===== config.mk =====
export PLATFORM = sky130hd
export DESIGN_NAME = cpu_param_flat
export DESIGN_NICKNAME = d
export VERILOG_FILES = /design/src/rtl/cpu_param_if.sv /design/src/rtl/cpu_param.sv /design/src/flat_wrapper.sv
export SDC_FILE = /design/constraint.sdc
export NUM_CORES = 1
export LEC_CHECK = 0
export ABC_AREA = 1
export CORE_UTILIZATION = 50
export CTS_CLUSTER_SIZE = 16
export DETAILED_ROUTE_END_ITERATION = 10
export HOLD_SLACK_MARGIN = 0.08
export PLACE_DENSITY = 0.72
export SKIP_LAST_GASP = 1
export SLEW_MARGIN = 20
export SYNTH_ARGS = -nofsm -noshare
export SYNTH_HDL_FRONTEND = slang
export SYNTH_SLANG_ARGS = --single-unit

===== constraint.sdc =====
create_clock -name clk -period 2.93 [get_ports clk]
set_input_delay 0.4395 -clock clk [delete_from_list [all_inputs] [get_ports clk]]
set_output_delay 0.4395 -clock clk [all_outputs]
set_load 0.02 [all_outputs]

===== src/rtl/cpu_param_if.sv =====
// Memory bus between cpu_param and its external memory: request/ready handshake
// with wait-state support. Master is the core, slave is the memory.
interface cpu_param_if #(
  parameter int unsigned DW = 8,
  parameter int unsigned AW = 8
);
  logic          mem_req;
  logic          mem_we;
  logic [AW-1:0] mem_addr;
  logic [DW-1:0] mem_wdata;
  logic [DW-1:0] mem_rdata;
  logic          mem_ready;

  modport master (
    output mem_req, mem_we, mem_addr, mem_wdata,
    input  mem_rdata, mem_ready
  );

  modport slave (
    input  mem_req, mem_we, mem_addr, mem_wdata,
    output mem_rdata, mem_ready
  );
endinterface


===== src/rtl/cpu_param.sv =====
// Parametrised multicycle CPU: 4-entry register file, Z/C flags, two-word ops
// with an operand word, external memory via a request/ready handshake.
module cpu_param #(
  parameter int unsigned DW = 8,
  parameter int unsigned AW = 8
) (
  input  logic        clk,
  input  logic        rst,
  cpu_param_if.master bus,
  output logic        halt
);

  typedef enum logic [2:0] {
    S_FETCH, S_DECODE, S_OPER, S_MEM, S_EXEC, S_HALT
  } state_t;

  typedef enum logic [3:0] {
    OP_NOP, OP_LDI, OP_LD,  OP_ST,  OP_ADD, OP_SUB, OP_AND, OP_OR,
    OP_XOR, OP_NOT, OP_MOV, OP_JMP, OP_JZ,  OP_JC,  OP_JR,  OP_HLT
  } op_t;

  state_t        state_q, state_d;
  logic [AW-1:0] pc_q, pc_d;
  logic [AW-1:0] addr_q, addr_d;
  logic [7:0]    ir_q, ir_d;
  logic [DW-1:0] rf_q [4];
  logic [DW-1:0] rf_d [4];
  logic          z_q, z_d;
  logic          c_q, c_d;

  op_t           op;
  logic [1:0]    rd, rs;
  logic [DW-1:0] rd_val, rs_val;
  logic          two_word, is_alu, taken, xfer;
  logic [DW:0]   alu_res;

  assign op       = op_t'(ir_q[7:4]);
  assign rd       = ir_q[3:2];
  assign rs       = ir_q[1:0];
  assign rd_val   = rf_q[rd];
  assign rs_val   = rf_q[rs];
  assign two_word = op inside {OP_LDI, OP_LD, OP_ST, OP_JMP, OP_JZ, OP_JC};
  assign is_alu   = op inside {[OP_ADD:OP_NOT]};
  assign taken    = (op == OP_JMP) || (op == OP_JZ && z_q) || (op == OP_JC && c_q);
  assign xfer     = bus.mem_req & bus.mem_ready;

  // Request is gated by rst so an access in flight drops in the reset cycle itself.
  always_comb begin
    bus.mem_req   = !rst && (state_q inside {S_FETCH, S_OPER, S_MEM});
    bus.mem_we    = (state_q == S_MEM) && (op == OP_ST);
    bus.mem_addr  = (state_q == S_MEM) ? addr_q : pc_q;
    bus.mem_wdata = rs_val;
    halt          = !rst && (state_q == S_HALT);
  end

  // Bit DW carries the ADD carry-out; for SUB it is the borrow (rs > rd unsigned).
  always_comb begin
    alu_res = '0;
    case (op)
      OP_ADD:  alu_res = {1'b0, rd_val} + {1'b0, rs_val};
      OP_SUB:  alu_res = {1'b0, rd_val} - {1'b0, rs_val};
      OP_AND:  alu_res = {1'b0, rd_val & rs_val};
      OP_OR:   alu_res = {1'b0, rd_val | rs_val};
      OP_XOR:  alu_res = {1'b0, rd_val ^ rs_val};
      OP_NOT:  alu_res = {1'b0, ~rd_val};
      default: alu_res = '0;
    endcase
  end

  always_comb begin
    state_d = state_q;
    pc_d    = pc_q;
    addr_d  = addr_q;
    ir_d    = ir_q;
    rf_d    = rf_q;
    z_d     = z_q;
    c_d     = c_q;
    case (state_q)
      S_FETCH: begin
        if (xfer) begin
          ir_d    = bus.mem_rdata[7:0];
          pc_d    = pc_q + AW'(1);
          state_d = S_DECODE;
        end
      end
      S_DECODE: begin
        if (two_word) begin
          state_d = S_OPER;
        end else if (op == OP_HLT) begin
          state_d = S_HALT;
        end else if (op == OP_JR) begin
          pc_d    = AW'(rs_val);
          state_d = S_FETCH;
        end else begin
          state_d = S_EXEC;
        end
      end
      S_OPER: begin
        if (xfer) begin
          addr_d = AW'(bus.mem_rdata);
          pc_d   = taken ? AW'(bus.mem_rdata) : pc_q + AW'(1);
          if (op == OP_LDI) rf_d[rd] = bus.mem_rdata;
          state_d = (op == OP_LD || op == OP_ST) ? S_MEM : S_FETCH;
        end
      end
      S_MEM: begin
        if (xfer) begin
          if (op == OP_LD) rf_d[rd] = bus.mem_rdata;
          state_d = S_FETCH;
        end
      end
      S_EXEC: begin
        if (is_alu) begin
          rf_d[rd] = alu_res[DW-1:0];
          z_d      = ~|alu_res[DW-1:0];
          c_d      = alu_res[DW];
        end else if (op == OP_MOV) begin
          rf_d[rd] = rs_val;
        end
        state_d = S_FETCH;
      end
      S_HALT:  state_d = S_HALT;
      default: state_d = S_FETCH;
    endcase
  end

  always_ff @(posedge clk) begin
    if (rst) begin
      state_q <= S_FETCH;
      pc_q    <= '0;
      addr_q  <= '0;
      ir_q    <= '0;
      z_q     <= 1'b0;
      c_q     <= 1'b0;
      for (int unsigned i = 0; i < 4; i++) rf_q[i] <= '0;
    end else begin
      state_q <= state_d;
      pc_q    <= pc_d;
      addr_q  <= addr_d;
      ir_q    <= ir_d;
      z_q     <= z_d;
      c_q     <= c_d;
      rf_q    <= rf_d;
    end
  end

endmodule


===== src/flat_wrapper.sv =====
// flat-port wrapper written by rule: the top's interface ports become plain ports
module cpu_param_flat 
#(
  parameter int unsigned DW = 8,
  parameter int unsigned AW = 8
)
  (clk, rst, halt, bus_mem_req, bus_mem_we, bus_mem_addr, bus_mem_wdata, bus_mem_rdata, bus_mem_ready);
  cpu_param_if #(.DW(DW), .AW(AW)) bus_i ();
  input  logic clk;
  input  logic rst;
  output logic halt;
  output wire logic [$bits(bus_i.mem_req)-1:0] bus_mem_req;
  output wire logic [$bits(bus_i.mem_we)-1:0] bus_mem_we;
  output wire logic [$bits(bus_i.mem_addr)-1:0] bus_mem_addr;
  output wire logic [$bits(bus_i.mem_wdata)-1:0] bus_mem_wdata;
  input wire logic [$bits(bus_i.mem_rdata)-1:0] bus_mem_rdata;
  input wire logic [$bits(bus_i.mem_ready)-1:0] bus_mem_ready;
  assign bus_mem_req = bus_i.mem_req;
  assign bus_mem_we = bus_i.mem_we;
  assign bus_mem_addr = bus_i.mem_addr;
  assign bus_mem_wdata = bus_i.mem_wdata;
  assign bus_i.mem_rdata = bus_mem_rdata;
  assign bus_i.mem_ready = bus_mem_ready;
  cpu_param #(.DW(DW), .AW(AW)) u_core (.clk(clk), .rst(rst), .bus(bus_i), .halt(halt));
endmodule

==> results by group <==
Run status
  • Status: finished, final reports clean

Logic synthesis
  • Post-Synthesis Mean Instance Area: between 6 and 7 sq um
  • EDFF count, synth: 0
  • Syn nets: between 800 and 900
  • Synth async-reset ratio: 0%
  • Syn. warnings: 0
  • Netlist cell types: 38
  • Post-synthesis instance total: 767
  • Ys flop type: dfxtp_1
  • Seq/Total Area, Yosys: between 20% and 30%
  • Mapped cell area: roughly 4700 sq um
  • Synthesized flop and latch total: between 60 and 70

Routing
  • 1st-iter DRT viols: 436
  • Total number of vias: 5375
  • Routed wire per std cell: 16.49 um
  • Pre-antenna DRT Iters: 5
  • DR DRC count: 0
  • Avg Vias per Cell: about 5.6
  • Antenna viol nets, final: 0
  • DRT Wirelength: about 16000 um

GRT
  • Largest net degree at the start of global routing: between 50 and 60
  • First-pass GRT wire length: 24660 um
  • Overflow left after global routing: 0
  • Initial antenna violation count: 0
  • Vias in the first global route: about 4800
  • GRT Overall Usage: about 33%

CTS
  • Clk_lat worst skew: roughly 0.35 ns
  • Htree depth: 3
  • CTS tree: built
  • CTS Root Cell: clkbuf_8
  • Num CTS Buffers: 9
  • Max clock buf depth: 2
  • Clock Sinks: between 60 and 70
  • Clk slew on worst S/H paths: about 0.08 ns

Place
  • Dpl ws: -0.1500 ns
  • Dpl cell area: ~5400 sq um
  • Port Buf Inserts: 29
  • Dpl hpwl: 12020 um
  • GP Congestion: between 1 and 1.5
  • Placed cells: 934

Timing
  • Worst Clk Skew: 0.01607 ns
  • Tcrit/Tclk final: between 90% and 100%
  • Worst Tran Pin Value: between 0.5 and 0.6 ns
  • Slew headroom: between 60% and 70%
  • Slew Viols, Final: 0
  • Fmax: roughly 350 MHz
  • Setup ws final: roughly 0.043 ns
  • Unrepaired setup endpoints after global routing: true
  • Setup Viol. Count Final: 0
  • Min cycle time layout: 2.887 ns
  • Setup TNS: 0 ns
  • Fin. Hold Viols: 0

Hold path
  • Min-delay src: u_core.addr_q[3]
  • Hold path cells: 2
  • Hold EP: u_core.addr_q[3]
  • Worst Hold Class: reg -> reg

Critical path
  • Worst Path Required: between 3 and 4 ns
  • Crit path DAT: between 3 and 4 ns
  • Crit start category: flip-flop
  • Reg-to-Reg End: u_core.rf_q[19]
  • Worst flop-to-flop path startpoint: u_core.ir_q[0]
  • WS Path Type: reg -> reg
  • CP Max Fanout: 7
  • Register-to-register setup slack: between 0.04 and 0.05 ns
  • R2R cell count: 16
  • Worst setup EP type: flip-flop

Die
  • # IOs: 30
  • Core ar.: 9196 sq um
  • Row count: 35
  • Die area: 9798 sq um
  • Initial Util: around half
  • Die height: 98.99 um
  • Die width: 98.99 um

Finish
  • Synth-to-layout area growth: 23.84%
  • N_diodes: 0
  • Fin nets: 882
  • Ratio of cells with drive above 1 in the final layout: between 15 and 20%
  • Post-route cell area: 5824 sq um
  • Post-Layout Cell Count: 960
  • Fill count: 880

Pwr
  • Pwr/cell area: 565.8 nW/um^2
  • Peak supply drop: 308.6 uV
  • Leakage: 0.002719 uW

Flow run
  • MaxCap Viol Count: 0
==> where the power goes <==
part	leakage (uW)	switching (uW)	internal [uW]	total, uW
clock network	0.000107	403	424	827
logic	0.00212	914	617	1530
registers	0.000497	58.9	879	938
==> registers in the layout (all words and copies together) (netlist names) <==
| name | cells |
|---|---|
| u_core.z_q | 1 |
| u_core.c_q | 1 |
| u_core.addr_q | 8 |
| u_core.state_q | 3 |
| u_core.pc_q | 8 |
| u_core.rf_q | 32 |
| u_core.ir_q | 8 |
==> stage by stage <==
stage | hold WS [ns] | utilization, % | power, uW
after CTS | 0.4975 | 61.06 | 3142
after global routing | 0.5287 | 63.33 | 3488
after global placement | 0.4769 | 58.65 | 2297
after floorplan | 0.4436 | - | 1826
after detailed placement | 0.4863 | 58.65 | 2314
final | 0.4980 | 63.33 | 3295
==> kinds of logic (layout without fill, tap and decap cells) <==
logic type	count (synthesis)	in the layout	synth area share [%]
and+or+nand+nor	329	329	30.22
AOI/OAI and AO/OA	204	204	22.85
adders and majority gates	27	27	7.342
buffers and inverters	133	215	11.20
DFF	61	61	25.96
xor gates and xnor gates	13	13	2.421
==> worst max-delay path, cell delays in order (launching register included) <==
cell      delay (ns)
dfxtp_4         0.38
buf_4           0.15
o21ai_0         0.15
nand2_1         0.11
buf_4           0.18
nand3_1         0.15
nand2_1         0.09
xor2_1          0.15
ha_1            0.35
buf_4           0.16
nand3b_1        0.15
nand3_1         0.09
nand3_1         0.14
a21oi_2         0.22
nand2_1         0.09
o21ai_2         0.11
a21oi_1         0.10
==> Yosys cell counts, types with 3 or more instances <==
master	number	area [sq um]
nand2_1	161	604.3
inv_1	100	375.4
a21oi_1	88	440.4
o21ai_0	88	440.4
nor2_1	86	322.8
dfxtp_1	61	1221
nand3_1	50	250.2
ha_1	26	325.3
clkbuf_1	13	48.80
xor2_1	12	105.1
o21ai_1	10	50.05
inv_2	8	30.03
buf_2	7	35.03
nand4_1	6	37.54
nor3_1	6	30.03
o211ai_1	5	37.54
nand2_2	4	25.02
nor2_4	4	45.04
a22oi_1	3	22.52
nand3b_1	3	22.52
nor2_2	3	18.77
==> routing by layer <==
metal / vias up / track usage, % / share of wire [%]
li1: 2661 / - / -
met3: 37 / 6.454 / 8.4
met1: 2468 / 45.15 / 45
met5: - / 0 / 0
met4: 0 / 11.14 / 2.5
met2: 209 / 50.46 / 44
==> placed cells by master, fill, tap and decap left out, types with 3 or more instances in the layout <==
cell             count
o21ai_1             15
nor2_1              85
ha_1                24
nor2_2               4
nor2_4               4
o211ai_1             5
dfxtp_1             58
clkbuf_8            10
nand3_2              6
clkdlybuf4s50_1     29
nand4_1              6
a22oi_1              3
buf_4               58
o21ai_2              6
nand3_1             45
nand2_2              8
a21oi_1             80
nor3_1               5
nand3b_1             3
inv_2                9
dfxtp_4              3
inv_1               99
nand2_1            157
a21oi_2              8
o21ai_0             77
xor2_1              12
==> worst max path at each step <==
| stage | end | startpoint | slack, ns | depth (start not counted) |
|---|---|---|---|---|
| 6_report | u_core.rf_q[19] | u_core.ir_q[0] | 0.04 | 16 |
| 4_1_cts | u_core.z_q | u_core.ir_q[1] | 0.01 | 20 |
| 5_1_grt | u_core.rf_q[19] | u_core.ir_q[0] | -0.12 | 16 |
| 3_3_place_gp | u_core.rf_q[19] | u_core.ir_q[2] | -0.04 | 15 |
| 3_5_place_dp | u_core.rf_q[31] | u_core.ir_q[0] | -0.15 | 19 |
| 2_1_floorplan | u_core.rf_q[15] | u_core.ir_q[0] | 0.09 | 20 |
==> repair_timing <==
item                       in CTS  in global routing
buffers inserted                0                 10
setup endpoints to repair      26                 30
hold buffers                    0                  0
gates resized for setup         6                 45
pin swaps                       0                 15
==> cell type report <==
cell class	count	area [sq um]	area share, %
Clock buffer	10	137.6	2.363
Tap cell	111	138.9	2.385
Clock inverter	6	70.07	1.203
Inverter	110	416.7	7.154
Sequential cell	61	1232	21.16
Timing Repair Buffer	89	757.0	13.00
Multi-Input combinational cell	573	3072	52.74
Power figures use the tool's default switching activity.
